===== config.mk =====
export PLATFORM = sky130hd
export DESIGN_NAME = elevator_car_ctrl
export DESIGN_NICKNAME = d
export VERILOG_FILES = /design/src/rtl/elevator_car_ctrl.sv
export SDC_FILE = /design/constraint.sdc
export NUM_CORES = 1
export LEC_CHECK = 0
export CAP_MARGIN = 20
export CORE_ASPECT_RATIO = 1.75
export CORE_MARGIN = 1.5
export CORE_UTILIZATION = 55
export DETAILED_ROUTE_END_ITERATION = 12
export PLACE_DENSITY = 0.78
export RECOVER_POWER = 100
export SLEW_MARGIN = 25
export SYNTH_ARGS = -nofsm -noshare
export SYNTH_HDL_FRONTEND = slang
export SYNTH_SLANG_ARGS = --single-unit
export TNS_END_PERCENT = 1

===== constraint.sdc =====
create_clock -name clk -period 2.6 [get_ports clk]
set_input_delay 0.78 -clock clk [delete_from_list [all_inputs] [get_ports clk]]
set_output_delay 0.78 -clock clk [all_outputs]
set_load 0.05 [all_outputs]

===== src/rtl/elevator_car_ctrl.sv =====
// Purpose: car motion and door sequencing for one elevator; floor calls are served in SCAN order.
// Latency: a call is visible on call_pending 1 clk after sampling; the car leaves IDLE on the following clk.
// Backpressure: none; call_req is a level/pulse input, and calls are held in call_pending until served.
module elevator_car_ctrl #(
  parameter int NUM_FLOORS   = 4,
  parameter int FLOOR_W      = 2,
  parameter int TRAVEL_TICKS = 96,
  parameter int DOOR_TICKS   = 192,
  parameter int TCNT_W       = 8
) (
  input  logic                  clk,
  input  logic                  rst,
  input  logic                  clk_div_96,
  input  logic [NUM_FLOORS-1:0] call_req,
  output logic [NUM_FLOORS-1:0] call_pending,
  output logic [FLOOR_W-1:0]    floor,
  output logic                  dir_up,
  output logic                  moving,
  output logic                  door_open
);

  localparam logic [1:0] ST_IDLE = 2'd0;
  localparam logic [1:0] ST_MOVE = 2'd1;
  localparam logic [1:0] ST_DOOR = 2'd2;

  localparam logic [FLOOR_W-1:0] TOP_FLOOR   = FLOOR_W'(NUM_FLOORS - 1);
  localparam logic [TCNT_W-1:0]  TRAVEL_LAST = TCNT_W'(TRAVEL_TICKS - 1);
  localparam logic [TCNT_W-1:0]  DOOR_LAST   = TCNT_W'(DOOR_TICKS - 1);

  logic [1:0]            state, state_nxt;
  logic [TCNT_W-1:0]     timer, timer_nxt;
  logic [FLOOR_W-1:0]    floor_nxt, step_floor;
  logic                  dir_nxt;
  logic [NUM_FLOORS-1:0] pend_nxt;
  logic                  s1, s2, prev, tick;
  logic                  pend_here, pend_up, pend_dn;

  // True when any call is latched strictly above floor f.
  function automatic logic any_above(input logic [NUM_FLOORS-1:0] p, input logic [FLOOR_W-1:0] f);
    logic r;
    r = 1'b0;
    for (int i = 0; i < NUM_FLOORS; i++)
      if (i > int'(f) && p[i]) r = 1'b1;
    return r;
  endfunction

  // True when any call is latched strictly below floor f.
  function automatic logic any_below(input logic [NUM_FLOORS-1:0] p, input logic [FLOOR_W-1:0] f);
    logic r;
    r = 1'b0;
    for (int i = 0; i < NUM_FLOORS; i++)
      if (i < int'(f) && p[i]) r = 1'b1;
    return r;
  endfunction

  // Bring the slow divider output into this domain as data; the last two stages give edge detection.
  always_ff @(posedge clk) begin
    if (rst) begin
      s1   <= 1'b0;
      s2   <= 1'b0;
      prev <= 1'b0;
    end else begin
      s1   <= clk_div_96;
      s2   <= s1;
      prev <= s2;
    end
  end

  assign tick = s2 & ~prev;

  assign pend_here  = call_pending[floor];
  assign pend_up    = any_above(call_pending, floor);
  assign pend_dn    = any_below(call_pending, floor);
  assign step_floor = dir_up ? floor + FLOOR_W'(1) : floor - FLOOR_W'(1);

  // Next-state: call latching, SCAN direction choice, travel and door timing.
  always_comb begin
    state_nxt = state;
    timer_nxt = timer;
    floor_nxt = floor;
    dir_nxt   = dir_up;
    pend_nxt  = call_pending | call_req;

    case (state)
      ST_IDLE: begin
        if (pend_here) begin
          pend_nxt[floor] = 1'b0;
          state_nxt       = ST_DOOR;
          timer_nxt       = '0;
        end else if (|call_pending) begin
          // Reverse only when nothing remains ahead but something waits behind.
          if (dir_up ? (!pend_up && pend_dn) : (!pend_dn && pend_up))
            dir_nxt = ~dir_up;
          if (floor == '0)       dir_nxt = 1'b1;
          if (floor == TOP_FLOOR) dir_nxt = 1'b0;
          state_nxt = ST_MOVE;
          timer_nxt = '0;
        end
      end

      ST_MOVE: begin
        if (tick) begin
          if (timer == TRAVEL_LAST) begin
            timer_nxt = '0;
            floor_nxt = step_floor;
            if (call_pending[step_floor]) begin
              pend_nxt[step_floor] = 1'b0;
              state_nxt            = ST_DOOR;
            end else if (dir_up ? any_above(call_pending, step_floor)
                                : any_below(call_pending, step_floor)) begin
              state_nxt = ST_MOVE;
            end else begin
              state_nxt = ST_IDLE;
            end
            // An end floor leaves only one way to go.
            if (step_floor == '0)       dir_nxt = 1'b1;
            if (step_floor == TOP_FLOOR) dir_nxt = 1'b0;
          end else begin
            timer_nxt = timer + TCNT_W'(1);
          end
        end
      end

      ST_DOOR: begin
        if (call_req[floor]) begin
          // A call at this floor just holds the door; it is not queued for later.
          pend_nxt[floor] = call_pending[floor];
          timer_nxt       = '0;
        end else if (tick) begin
          if (timer == DOOR_LAST) begin
            state_nxt = ST_IDLE;
            timer_nxt = '0;
          end else begin
            timer_nxt = timer + TCNT_W'(1);
          end
        end
      end

      default: begin
        state_nxt = ST_IDLE;
        timer_nxt = '0;
      end
    endcase
  end

  // State and registered outputs; moving/door_open are decoded from next state so they track state exactly.
  always_ff @(posedge clk) begin
    if (rst) begin
      state        <= ST_IDLE;
      timer        <= '0;
      floor        <= '0;
      dir_up       <= 1'b1;
      call_pending <= '0;
      moving       <= 1'b0;
      door_open    <= 1'b0;
    end else begin
      state        <= state_nxt;
      timer        <= timer_nxt;
      floor        <= floor_nxt;
      dir_up       <= dir_nxt;
      call_pending <= pend_nxt;
      moving       <= (state_nxt == ST_MOVE);
      door_open    <= (state_nxt == ST_DOOR);
    end
  end

endmodule


== After elaboration in Yosys (flattened, before gate mapping) ==
Cells that the tools add are included.

* Bits in registers: 22
* Input port bits: 7
* Output and inout port bits: 9

* Add/sub/neg operators: 3
* Magnitude comparators: 16
* Equal/unequal tests: 16
* Muxes and demuxes: 68
* Bitwise operators: 8
* Reduce and logical (&&, ||, !) cells: 26

{| class="wikitable"
|+ Operators with widths
! cell !! number
|-
| two-way mux 8 bit || 7
|-
| two-way mux 1 bit || 37
|-
| case mux 8 bit (3 select lines) || 1
|-
| two-way mux 4 bit || 5
|-
| two-way mux 2 bit || 9
|-
| logical AND 1 bit || 16
|-
| case mux 4 bit (3 select lines) || 1
|-
| != test 3 bit (second input constant) || 3
|-
| adder 8 x 1 -> 8 bit (second input constant) || 1
|-
| bitwise AND 4 bit || 2
|-
| == test 2 bit (second input constant) || 4
|-
| == test 8 x 7 -> 1 bit (second input constant) || 1
|-
| == test 8 bit (second input constant) || 1
|-
| greater-than comparator 2 bit (first input constant) || 4
|-
| less-than comparator 1 x 2 -> 1 bit (first input constant) || 4
|-
| != test 2 bit (second input constant) || 4
|-
| NOT 4 bit || 2
|-
| AND reduction 7 bit || 1
|-
| binary-select mux 1 bit (select 2 bit) || 3
|-
| logical NOT 2 bit || 3
|-
| less-than comparator 2 x 3 -> 1 bit (second input constant) || 2
|-
| case mux 2 bit (3 select lines) || 1
|-
| AND reduction 3 bit || 2
|-
| bitwise mux 4 bit || 1
|-
| other kinds (15) || 22
|}

== Logic depth before layout (Yosys ltp) ==
Gate-level depths: netlist of run 1.

* Depth in word-level cells: 18
* Mapped depth: 12

== Worst setup path after synthesis of run 1 ==
OpenSTA, ideal clock, no wires.

* Kind: flip-flop to flip-flop
* From: reg floor[0]
* To: reg door_open
* Library setup time: 0.060 ns
* Arrival: 2.662 ns
* Required time: 2.540 ns
* Setup slack: -0.122 ns
* Cell stages (with the launch flop): 12
* Period minus slack after synthesis: 2.722 ns
* Cell sequence: dfxtp_1 -> buf_6 -> inv_1 -> ha_1 -> xnor2_1 -> ha_1 -> inv_1 -> a221o_1 -> a31oi_1 -> nor4_1 -> nor2_1 -> and3_1

* Longest elaborated chain between the ends: 18
* Elaborated cells on any way between the ends: 44
* Those cells by class: 2 x add/sub; 6 x order compare; 1 x eq/ne; 29 x mux; 6 x reduce/logical

{| class="wikitable"
|+ RTL lines
! what !! RTL line !! source
|-
| start, declared || 16 || <nowiki>output logic [FLOOR_W-1:0] floor,</nowiki>
|-
| start signal, assigned || 159 || <nowiki>floor <= floor_nxt;</nowiki>
|-
| subtractor 2 x 1 -> 2 bit or adder 2 x 1 -> 2 bit (tied branches) || 74 || <nowiki>assign step_floor = dir_up ? floor + FLOOR_W'(1) : floor - FLOOR_W'(1);</nowiki>
|-
| two-way mux 2 bit || 74 ||
|-
| less-than comparator 1 x 2 -> 1 bit or greater-than comparator 1 x 2 -> 1 bit (tied branches) || 52, 43 ||
|-
| logical AND 1 bit, on equally long branches || 52, 43 ||
|-
| two-way mux 1 bit, on equally long branches (3 in series) || 52, 43 ||
|-
| two-way mux 1 bit || 106 || <nowiki>if (call_pending[step_floor]) begin</nowiki>
|-
| two-way mux 1 bit || 103 || <nowiki>if (timer == TRAVEL_LAST) begin</nowiki>
|-
| two-way mux 1 bit || 102 || <nowiki>if (tick) begin</nowiki>
|-
| two-way mux 1 bit || 84 || <nowiki>case (state)</nowiki>
|-
| two-way mux 1 bit (2 in series) || 109 || <nowiki>end else if (dir_up ? any_above(call_pending, step_floor)</nowiki>
|-
| two-way mux 2 bit || 106 ||
|-
| two-way mux 2 bit || 103 ||
|-
| two-way mux 2 bit || 102 ||
|-
| case mux 2 bit (3 select lines) (*) || 84 ||
|-
| == test 2 bit (*) || 163 || <nowiki>door_open <= (state_nxt == ST_DOOR);</nowiki>
|-
| end signal, assigned || 163 ||
|-
| end, declared || 19 || <nowiki>output logic door_open</nowiki>
|}

Mark *: on every way between the ends. The rest lies on a longest branch, timed or not. The select of a mux whose other input is x is not followed.
A chain may end at the register's enable or synchronous reset.

== Worst setup path in the final report of run 1 ==
* From: reg call_pending[2]
* To: out call_pending[2]

{| class="wikitable"
|+ RTL lines
! what !! RTL line !! source
|-
| start, declared || 15 || <nowiki>output logic [NUM_FLOORS-1:0] call_pending,</nowiki>
|-
| start signal, assigned || 161 || <nowiki>call_pending <= pend_nxt;</nowiki>
|}

No word-level cell between the ends.

==> results.json, run 1 <==
{
  "synth_area_um2": 1554,
  "period_minus_slack_ns": 2.500,
  "hold_viol": 0,
  "cp_cell_sequence": "clkdlybuf4s50_1",
  "ant_nets": 0,
  "cts.htree.levels": 1,
  "worst_pin_slew_ns": 0.6623,
  "crit_slowest_cell": "clkdlybuf4s50_1",
  "dieWidth_um": 43.18,
  "hold_class": "reg -> reg",
  "ys_seq_area_frac": 0.2834,
  "cts_tree": "built",
  "synthFlopType": "dfxtp_1",
  "hold_buffers": 0,
  "die_h_um": 73.32,
  "required_ns": 1.82,
  "area.growth.synth_to_final_pct": 17.87,
  "grt_max_degree": 17,
  "pwr-share-clk": 0.217,
  "drcViolationCount": 0,
  "startpoint": "call_pending[2]$_SDFF_PP0_",
  "cp_num_cells": 1,
  "cp_top_family": "buffers and inverters",
  "switchingPower_uw": 617.6,
  "cts_made_buffers": 3,
  "synth_top_cell_by_area": "dfxtp_1",
  "rr_startpoint": "floor[0]$_SDFFE_PP0P_",
  "r2r_setup_slack_ns": 0.13,
  "ys_warn_count": 0,
  "cp-start-kind": "flop",
  "intPower_uw": 889.9,
  "portBuffers": 15,
  "cp_slowest_stage_delay_ns": 0.88,
  "grt_antenna_before_repair": 0,
  "leakagePower_uw": 0.0007128,
  "post-route-util": 0.6809,
  "cts_sinks": 22,
  "placedCellCount": 226,
  "final-setup-viol-count": 0,
  "fmax_mhz": 400.0,
  "power_per_cell_area_nw_per_um2": 823.0,
  "core_area_um2": 2690,
  "netlist_instances": 181,
  "rows": 25,
  "reg2reg_to": "door_open$_SDFF_PP0_",
  "ys_types": 45,
  "synth_edf_count": 0,
  "crit_fanout": 10,
  "grt_use_total": 0.2629,
  "pwr-share-comb": 0.481,
  "instances_no_fill": 230,
  "ir_worst_vdd_mv": 0.6325,
  "max-slew-margin-rel": 0.5570,
  "swShare": 0.4097,
  "wl_mm": 3.771,
  "post_cts_resize_count": 0,
  "skew_ns": 0.001179,
  "hpwl_mm": 2.852,
  "cts_max_path_buffers": 2,
  "yosysTopAreaCellShare": 0.2834,
  "n_antenna_cell": 0,
  "synth.area.top_cells": "dfxtp_1 (28%), ha_1 (10%), a21oi_1 (7.4%)",
  "synth-async-reset-ratio": 0,
  "period_share": 0.9615,
  "nets": 225,
  "firstDrtPassIters": 4,
  "cap_violations": 0,
  "grt_pass1_vias": 1459,
  "rsz0062_at_grt": "no",
  "clock-root-buffer": "clkbuf_8",
  "overflow": 0,
  "r2r_cells": 10,
  "fill_cells": 225,
  "post-cts-setup-buffers": 0,
  "drtIter0Drc": 54,
  "die_area_um2": 3166,
  "vias_per_cell": 6.278,
  "avgSynthCellArea_um2": 8.586,
  "insertion_delay_ns": 0.27,
  "arrival_ns": 1.72,
  "crit_end": "call_pending[2]",
  "syn_nets": 202,
  "seqPwrFrac": 0.302,
  "grt_pass1_wl_mm": 6.272,
  "path_clk_slew_ns": 0.08,
  "yosys_register_bits": 22,
  "vias": 1444,
  "ios": 16,
  "cp_num_buf_inv": 1,
  "initial_utilization": 0.5777,
  "outcome": "complete, no violations",
  "gp_congestion": 0.9070,
  "slew_violations": 0,
  "drive_above_1_share": 0.1182,
  "path_class": "reg -> out",
  "endpoint_kind": "output port",
  "routedWlPerCell_um": 16.40
}
==> power groups by stage <==
stage	combinational, µW	sequential (µW)	clock (µW)
4_1_cts	731	455	332
5_1_grt	791	460	340
6_report	724	456	327
3_5_place_dp	728	465	0
3_3_place_gp	718	461	0
2_1_floorplan	459	530	0
==> worst min-delay path by stage <==
stage | startpoint | endpoint | cells after the start
after floorplan | s1$_SDFF_PP0_ | s2$_SDFF_PP0_ | 1
after global placement | s1$_SDFF_PP0_ | s2$_SDFF_PP0_ | 1
after detailed placement | s1$_SDFF_PP0_ | s2$_SDFF_PP0_ | 1
after CTS | s1$_SDFF_PP0_ | s2$_SDFF_PP0_ | 1
after global routing | s1$_SDFF_PP0_ | s2$_SDFF_PP0_ | 1
final | s1$_SDFF_PP0_ | s2$_SDFF_PP0_ | 1
==> stage by stage <==
stage	total power, µW	worst slack [ns]	setup TNS (ns)	instance area (µm²)	hold slack (ns)
2_1_floorplan	988.1	0.1085	0	1556	0.4138
3_3_place_gp	1179	-0.08496	-0.2509	1775	0.4240
3_5_place_dp	1194	-0.1014	-0.4014	1775	0.4333
4_1_cts	1518	0.1047	0	1847	0.4591
5_1_grt	1592	0.06487	0	1832	0.4888
6_report	1508	0.1000	0	1832	0.4631
==> synth_stat cells (all sizes together) (2+ instances only) <==
cell type / instances
o2bb2ai: 4
and3: 5
nand2: 16
or3: 2
nor2: 16
ha: 13
a31oi: 3
nor3b: 2
nor2b: 4
nor3: 2
nand2b: 2
clkbuf: 5
o21ai: 2
nor4: 4
a21oi: 24
dfxtp: 22
nand4: 4
xor2: 2
a221o: 3
and4: 2
inv: 14
mux2i: 3
mux4: 3
nand3: 4
and2: 2
xnor2: 5
==> layout make-up <==
class | instances | area [µm²] | area share
clock buffers | 3 | 41.29 | 0.02254
clock inverters | 1 | 30.03 | 0.01639
inverters | 14 | 52.55 | 0.02869
multi-input cells | 138 | 1015 | 0.5540
flip-flops and latches | 22 | 441.7 | 0.2411
well taps | 27 | 33.78 | 0.01844
repair buffers | 25 | 217.7 | 0.1189
==> kinds of logic after synthesis <==
family                     Yosys count  synth area share
xor gates and xnor gates             7           0.03945
adders and majority gates           14            0.1176
DFF                                 22            0.2834
AOI/OAI and AO/OA                   44            0.1981
muxes                                6           0.06522
and+or+nand+nor                     67            0.2367
buffers and inverters               21           0.05958
==> routing by layer <==
layer  up-vias  part of all wire  track usage
li1        691                 -            -
met1       698              0.36       0.2570
met2        48              0.58       0.5158
met3         7             0.039      0.02948
met4         0             0.022       0.1313
met5         -                 0            0
==> state kept, by name, summed over array words and instances (netlist names) <==
signal        count
door_open         1
s1                1
prev              1
call_pending      4
state             2
s2                1
dir_up            1
floor             2
timer             8
moving            1
==> cells in the final DEF (no fill, tap or decap), types with 5 or more instances in the layout <==
| cell type | count |
|---|---|
| inv_1 | 14 |
| a21oi_1 | 23 |
| and3_1 | 5 |
| xnor2_1 | 5 |
| dfxtp_1 | 21 |
| nor2_1 | 16 |
| clkdlybuf4s50_1 | 6 |
| buf_4 | 7 |
| ha_1 | 13 |
| nand2_1 | 16 |
| dlygate4sd3_1 | 9 |
Note: power is estimated with default switching activity, not from simulation.
==> run 2, diff against run 1 <==
Settings changed: HOLD_SLACK_MARGIN set to 0.02.
==> results of run 2 <==
Same layout as run 1: the final DEF is identical, and so are final timing and power.
==> run 3, diff against run 2 <==
Clock period 2.6 ns to 2.4 ns, I/O delays scaled along.
==> results.json, run 3 (same netlist as run 1, synthesis figures left out) <==
{
  "drcViolationCount": 0,
  "firstDrtPassIters": 4,
  "final_common_cell": "a21oi_1",
  "grt_use_met1": 0.2596,
  "die_h_um": 73.32,
  "period_share": 0.9747,
  "portBuffers": 15,
  "grt_use_total": 0.2633,
  "place_area_um2": 1793,
  "ir_worst_vdd_mv": 0.6101,
  "area.growth.synth_to_final_pct": 19.73,
  "arrival_ns": 2.51,
  "fill_cells": 216,
  "cts_sinks": 22,
  "rows": 25,
  "initial_utilization": 0.5777,
  "gp_congestion": 0.9031,
  "die_area_um2": 3166,
  "cap_violations": 0,
  "grt_pass1_vias": 1529,
  "crit_fanout": 3,
  "rr_startpoint": "timer[1]$_SDFFE_PP0P_",
  "vias_per_cell": 6.240,
  "clock-root-buffer": "clkbuf_8",
  "outcome": "complete, no violations",
  "drive_above_1_share": 0.1796,
  "hold_class": "reg -> reg",
  "slew_violations": 0,
  "post-route-util": 0.6916,
  "routedWlPerCell_um": 16.32,
  "overflow": 0,
  "vias": 1454,
  "cts_made_buffers": 3,
  "power_per_cell_area_nw_per_um2": 847.0,
  "max-slew-margin-rel": 0.6060,
  "leakagePower_uw": 0.0007373,
  "nets": 228,
  "cp-start-kind": "input pin",
  "cts_tree": "built",
  "grt_antenna_before_repair": 0,
  "cts.htree.levels": 1,
  "final-setup-viol-count": 0,
  "dieWidth_um": 43.18,
  "largest_reg_flops": 8,
  "design_area_um2": 1861,
  "drtIter0Drc": 43,
  "top_usage_layer": "met2",
  "grt_max_degree": 14,
  "largestRegisters": "timer: 8 flops, call_pending: 4 flops",
  "insertion_delay_ns": 0.27,
  "grt_pass1_wl_mm": 6.396,
  "path_clk_slew_ns": 0.08,
  "gr-usage-met3": 0.02457,
  "core_area_um2": 2690,
  "rsz0062_at_grt": "yes",
  "cts_max_path_buffers": 2,
  "grtUsageMet2": 0.4992,
  "mostFrequentLayoutCells": "a21oi_1 (22), dfxtp_1 (20), nand2_1 (16)",
  "endpoint_kind": "flop",
  "ant_nets": 0,
  "n_antenna_cell": 0,
  "hpwl_mm": 2.914,
  "skew_ns": 0.003709,
  "period_minus_slack_ns": 2.339,
  "hold_viol": 0,
  "regMostFlops": "timer",
  "ios": 16,
  "required_ns": 2.57,
  "fmax_mhz": 427.5,
  "hp-start": "s1$_SDFF_PP0_",
  "wl_mm": 3.803,
  "path_class": "in -> reg",
  "fin_tns_setup_ns": 0,
  "startpoint": "call_req[2]",
  "worst_pin_slew_ns": 0.5935
}
-- run 3: critical path, cell delays in order --
cell,delay [ns]
clkdlybuf4s50_1,0.42
mux4_2,0.54
o31ai_4,0.21
nand2_1,0.08
a221o_1,0.36
and2_2,0.18
-- run 3: cell type report --
type / count / area, µm² / share of cell area
clock buffer: 4 / 55.05 / 0.02959
inverter: 14 / 52.55 / 0.02824
multi-input combinational: 138 / 1046 / 0.5622
timing repair buffer: 28 / 225.2 / 0.1210
tap: 27 / 33.78 / 0.01816
sequential: 22 / 447.9 / 0.2408
-- run 3: final timing paths --
| path | end | slack [ns] | cells past startpoint |
|---|---|---|---|
| setup / recovery | state[1]$_SDFF_PP0_ | 0.06 | 6 |
| hold / removal | s2$_SDFF_PP0_ | 0.44 | 1 |
| setup reg to reg | state[1]$_SDFF_PP0_ | 0.12 | 7 |
| hold reg to reg | s2$_SDFF_PP0_ | 0.44 | 1 |
-- run 3: metal layers --
metal | vias to the layer above | routed length (µm)
met2 | 51 | 2085
met3 | 17 | 136
met4 | 0 | 179
met1 | 685 | 1402
li1 | 701 | -
met5 | - | 0
-- run 3: where the power goes --
group	internal (µW)	leakage, µW	total [µW]	switching (µW)
registers	415	0.000181	488	73.6
clock network	147	0.0000288	274	127
logic	331	0.000527	814	482
-- run 3: metrics by stage --
step / hold WS [ns] / total power [µW] / cells / setup WS, ns
after floorplan: 0.4138 / 1068 / 181 / 0.01181
after global placement: 0.4214 / 1283 / 229 / -0.2268
after detailed placement: 0.4264 / 1297 / 229 / -0.2547
after CTS: 0.4519 / 1575 / 233 / 0.02083
after global routing: 0.4650 / 1664 / 233 / -0.009047
final: 0.4437 / 1576 / 233 / 0.06076
-- run 3: timing repair --
item / in CTS / in global routing
gates resized for setup: 0 / 7
setup buffers: 0 / 0
setup endpoints to repair: 0 / 7
hold buffers: 0 / 0
